## src/rtl/ysyx_25020047_mem_arb.sv

```systemverilog
// Round-robin arbiter sharing one data-memory port between IFU and LSU.
// Ports: IFU req/rsp, LSU req/rsp, memory req/rsp; one transaction in flight.
module ysyx_25020047_mem_arb #(
  parameter int unsigned TIMEOUT_CYCLES = 255
) (
  input  logic        clk,
  input  logic        rst,
  input  logic        ifu_req_valid,
  output logic        ifu_req_ready,
  input  logic [31:0] ifu_addr,
  output logic        ifu_rsp_valid,
  output logic [31:0] ifu_rsp_data,
  output logic        ifu_rsp_err,
  input  logic        lsu_req_valid,
  output logic        lsu_req_ready,
  input  logic [31:0] lsu_addr,
  input  logic        lsu_wen,
  input  logic [31:0] lsu_wdata,
  input  logic [3:0]  lsu_wmask,
  output logic        lsu_rsp_valid,
  output logic [31:0] lsu_rsp_data,
  output logic        lsu_rsp_err,
  output logic        mem_req_valid,
  input  logic        mem_req_ready,
  output logic [31:0] mem_addr,
  output logic [31:0] mem_wdata,
  output logic        mem_wen,
  output logic [3:0]  mem_wmask,
  input  logic        mem_rsp_valid,
  input  logic [31:0] mem_rsp_data,
  input  logic        mem_rsp_err
);

  typedef enum logic [1:0] {
    IDLE,
    REQ,
    RSP
  } state_t;

  localparam logic [15:0] TMO = 16'(TIMEOUT_CYCLES);

  state_t      state, state_n;
  logic        owner;
  logic        last_grant;
  logic [31:0] addr_q;
  logic [31:0] wdata_q;
  logic        wen_q;
  logic [3:0]  wmask_q;
  logic [15:0] cnt;

  logic        gnt_lsu;
  logic        hs;
  logic        rsp_fire;
  logic [31:0] rsp_data;
  logic        rsp_err;

  // On a tie the requester that did not win last time is served.
  assign gnt_lsu = lsu_req_valid &&
                   (!ifu_req_valid || !last_grant);

  assign mem_addr  = addr_q;
  assign mem_wdata = wdata_q;
  assign mem_wen   = wen_q;
  assign mem_wmask = wmask_q;

  always_comb begin
    state_n       = state;
    ifu_req_ready = 1'b0;
    lsu_req_ready = 1'b0;
    mem_req_valid = 1'b0;
    rsp_fire      = 1'b0;
    rsp_data      = 32'h0;
    rsp_err       = 1'b0;
    unique case (state)
      IDLE: begin
        // Readies are gated so nothing is accepted while reset is held.
        if (!rst) begin
          ifu_req_ready = ifu_req_valid && !gnt_lsu;
          lsu_req_ready = gnt_lsu;
        end
        if (ifu_req_ready || lsu_req_ready)
          state_n = REQ;
      end
      REQ: begin
        mem_req_valid = 1'b1;
        if (mem_req_ready)
          state_n = RSP;
      end
      RSP: begin
        // A real response wins over a timeout in the same cycle.
        if (mem_rsp_valid) begin
          rsp_fire = 1'b1;
          rsp_data = wen_q ? 32'h0 : mem_rsp_data;
          rsp_err  = mem_rsp_err;
          state_n  = IDLE;
        end else if (cnt == TMO) begin
          rsp_fire = 1'b1;
          rsp_err  = 1'b1;
          state_n  = IDLE;
        end
      end
      default: state_n = IDLE;
    endcase
  end

  assign hs = ifu_req_ready || lsu_req_ready;

  assign ifu_rsp_valid = rsp_fire && !owner;
  assign ifu_rsp_data  = ifu_rsp_valid ? rsp_data : 32'h0;
  assign ifu_rsp_err   = ifu_rsp_valid && rsp_err;
  assign lsu_rsp_valid = rsp_fire && owner;
  assign lsu_rsp_data  = lsu_rsp_valid ? rsp_data : 32'h0;
  assign lsu_rsp_err   = lsu_rsp_valid && rsp_err;

  always_ff @(posedge clk or posedge rst) begin
    if (rst) begin
      state      <= IDLE;
      owner      <= 1'b0;
      last_grant <= 1'b0;
      addr_q     <= 32'h0;
      wdata_q    <= 32'h0;
      wen_q      <= 1'b0;
      wmask_q    <= 4'h0;
      cnt        <= 16'h0;
    end else begin
      state <= state_n;
      if (hs) begin
        owner      <= lsu_req_ready;
        last_grant <= lsu_req_ready;
        addr_q     <= lsu_req_ready ? lsu_addr : ifu_addr;
        wen_q      <= lsu_req_ready && lsu_wen;
        wdata_q    <= lsu_req_ready ? lsu_wdata : 32'h0;
        wmask_q    <= (lsu_req_ready && lsu_wen) ?
                      lsu_wmask : 4'h0;
      end
      if (state == REQ)
        cnt <= 16'h0;
      else if (state == RSP)
        cnt <= cnt + 16'h1;
    end
  end

endmodule

```

## config.mk

```make
export PLATFORM = sky130hd
export DESIGN_NAME = ysyx_25020047_mem_arb
export DESIGN_NICKNAME = d
export VERILOG_FILES = /design/src/rtl/ysyx_25020047_mem_arb.sv
export SDC_FILE = /design/constraint.sdc
export NUM_CORES = 1
export LEC_CHECK = 0
export ABC_AREA = 1
export CORE_MARGIN = 2
export CORE_UTILIZATION = 35
export DETAILED_ROUTE_END_ITERATION = 12
export PLACE_DENSITY = 0.83
export SLEW_MARGIN = 20
export SYNTH_ARGS = -nofsm -noshare
export SYNTH_HDL_FRONTEND = slang
export SYNTH_SLANG_ARGS = --single-unit
export TNS_END_PERCENT = 30
```

## constraint.sdc

```tcl
create_clock -name clk -period 5.8 [get_ports clk]
set_input_delay 1.16 -clock clk [delete_from_list [all_inputs] [get_ports clk]]
set_output_delay 1.16 -clock clk [all_outputs]
set_load 0.02 [all_outputs]
```

==> impl_metrics.env <==
export IMPL_grtUsageTotal_pct=22.3
export IMPL_seq_area_frac_synth_pct=50.8
export IMPL_layout_cells_non_filler=960
export IMPL_grt_pass1_wl_um=22900
export IMPL_synth_top_cell_area_share_pct=50.8
export IMPL_io_buffers=279
export IMPL_dominantRegCellSynth="dfrtp_1"
export IMPL_dpl_hpwl_um=11300
export IMPL_final_layout_size_suffix_gt1_share_pct=4.30
export IMPL_cts_setup_buffers=0
export IMPL_yosys_top_cells_count="137 x nor2_1, 92 x nand2_1, 88 x dfrtp_1, 33 x a22o_1, 30 x inv_1"
export IMPL_holdWs_ns=0.485
export IMPL_grt_overflow_total=0
export IMPL_antenna_found_initial=2
export IMPL_yosys_top_cells_area="dfrtp_1 51%, nor2_1 12%, nand2_1 8.0%"
export IMPL_antenna_left=0
export IMPL_preCtsSetupSlack_ns=1.13
export IMPL_viasPerCell=4.78
export IMPL_ys_types=26
export IMPL_slowest_stage="clkdlybuf4s50_1"
export IMPL_setup_worst_path_class="input port to primary output"
export IMPL_critPathMaxStageDelay_ns=0.63
export IMPL_place_area_um2=7170
export IMPL_fin_tns_setup_ns=0
export IMPL_finClkSkew_ns=0.00353
export IMPL_htree_levels=3
export IMPL_power_mw=3.12
export IMPL_cts_tree="done"
export IMPL_r2r_cells=6
export IMPL_crit_start="rst"
export IMPL_slew_viol_final=0
export IMPL_first_global_vias=4347
export IMPL_path_clk_slew_ns=0.06
export IMPL_max_slew_margin_pct=36.5
export IMPL_dr_pass1_iters=4
export IMPL_final_area_um2=7480
export IMPL_endpoint_kind="primary output"
export IMPL_ios=280
export IMPL_setup_viol=0
export IMPL_ys_ff_latch=88
export IMPL_synth_edf_count=0
export IMPL_insertion_delay_ns=0.33
export IMPL_arrival_ns=3.43
export IMPL_dp_cells=942
export IMPL_rsz0062_at_grt="no"
export IMPL_cts_sinks=88
export IMPL_clockBufferDepth=2
export IMPL_row_count=40
export IMPL_crit_end="lsu_req_ready"
export IMPL_r2r_start="state[0]"
export IMPL_powerDensity_nw_per_um2=417
export IMPL_yosysMostFrequentCell="nor2_1"
export IMPL_drc=0
export IMPL_r2r_slack_ns=3.01
export IMPL_synth_simple_area_share_pct=25.4
export IMPL_fmaxAchievable_mhz=218
export IMPL_cts_root_buf="clkbuf_16"
export IMPL_timing_final_crit_share_pct=79.2
export IMPL_synth_cells=520
export IMPL_yosys_area_top_type="dfrtp_1"
export IMPL_status="completed"
export IMPL_ys_warnings_count=0
export IMPL_cp_data_required_time_ns=4.64
export IMPL_crit_chain="clkdlybuf4s50_1 -> inv_4 -> nand4_4 -> inv_2 -> clkdlybuf4s50_1"
export IMPL_synth_nets=665
export IMPL_worst_r2r_endpoint="mem_wdata[22]"
export IMPL_syn2layout_area_growth_pct=72.5
export IMPL_syn_area_um2=4340
export IMPL_vdd_drop_max_v=0.000245
export IMPL_finalHoldViolations=0
export IMPL_final_nets=930
export IMPL_die_x_um=115
export IMPL_muxShareOfSynthArea_pct=0
export IMPL_cp_common_cell="clkdlybuf4s50_1"
export IMPL_gp_congestion=0.896
export IMPL_start_util_pct=36.0
export IMPL_die_y_um=115
export IMPL_synth_async_reset_ratio_pct=100
export IMPL_crit_path_start_kind="input port"
export IMPL_grt_max_degree=55
export IMPL_setup_slack_ns=1.21
export IMPL_wl_per_cell_um=15.6
export IMPL_synth_compound_area_share_pct=15.0
export IMPL_core_area_um2=12100
export IMPL_wl_um=15000
export IMPL_layout_min_cycle_time_ns=4.59
export IMPL_hold_path_class="flop to flop"
export IMPL_drv_cap=0
export IMPL_num_vias=4589
export IMPL_dieArea_um2=13300
export IMPL_power_leakage_nw=3.15
export IMPL_tightest_slew_ns=0.952
export IMPL_synth_fa_ha_area_share_pct=1.44
export IMPL_cts_hold_buffers=0
export IMPL_cts_buffers=9
export IMPL_initialDrtViolationCount=212
export IMPL_critical_path_max_fanout=37
export IMPL_syn_area_per_cell_um2=8.34
export IMPL_post_route_util_pct=62.0
export IMPL_synth_top_family_by_area="simple AND/OR/NAND/NOR gates"
export IMPL_cts_resized=0
export IMPL_synth_xor_xnor_area_share_pct=0
## registers in the layout (all words and copies together), names as in the netlist
name        count
mem_wmask       4
mem_wdata      32
mem_wen         1
cnt            16
mem_addr       32
last_grant      1
state           2
## critical path, delay by kind of cell
kind                   cells  cell delay [ns]
buffers and inverters      4             1.67
AND/OR/NAND/NOR            1             0.57
## cell families (layout without fill, tap and decap cells)
| kind of cell | Yosys count | after routing |
|---|---|---|
| compound gates | 100 | 100 |
| other cells | 0 | 2 |
| fa+ha+maj | 5 | 5 |
| flops | 88 | 88 |
| simple gates | 266 | 266 |
| buf+inv | 61 | 331 |
## worst min-delay path by stage
stage,startpoint,to,slack (ns),cells after the start
after floorplan,cnt[7],cnt[7],0.45,1
after global placement,mem_wmask[2],mem_wmask[2],0.46,2
after detailed placement,mem_wmask[0],mem_wmask[0],0.47,2
after CTS,mem_wmask[0],mem_wmask[0],0.48,2
after global routing,mem_addr[3],mem_addr[3],0.51,2
final,mem_wmask[3],mem_wmask[3],0.48,2
## cells in the final DEF (no fill, tap or decap), types with 3 or more instances in the layout
master           instances
inv_2                    3
inv_1                   29
nand3_1                 21
buf_4                    3
clkinvlp_4               4
clkdlybuf4s50_1        279
a21oi_1                 11
dfrtp_1                 88
o22ai_1                 17
o21ai_0                 25
ha_1                     5
a22o_1                  33
o21ai_1                 13
nand2_1                 92
clkbuf_16                9
nor2_1                 136
nor3_1                   4
nand2_2                  3
## final cells by class
class | instances | area [um^2]
diodes | 2 | 5.00
fillers | 1049 | 4580
repair buffers | 282 | 2820
inverters | 33 | 126
clock inverters | 6 | 68.8
multi-input cells | 371 | 1820
well taps | 168 | 210
flip-flops and latches | 88 | 2200
clock buffers | 10 | 239
## report_power, final
| part | internal (mW) | switching [mW] | leakage, nW | total (mW) |
|---|---|---|---|---|
| sequential | 0.869 | 0.150 | 1.11 | 1.02 |
| clock | 0.346 | 0.244 | 0.137 | 0.591 |
| combinational | 0.703 | 0.812 | 1.90 | 1.51 |
## routing by layer
metal | GRT usage (%) | wire [um] | vias to the layer above
li1 | - | - | 2234
met1 | 26.4 | 5600 | 2123
met2 | 37.3 | 7720 | 188
met3 | 4.27 | 997 | 44
met4 | 13.6 | 690 | 0
met5 | 0 | 0 | -
Note: power is estimated with default switching activity, not from simulation.
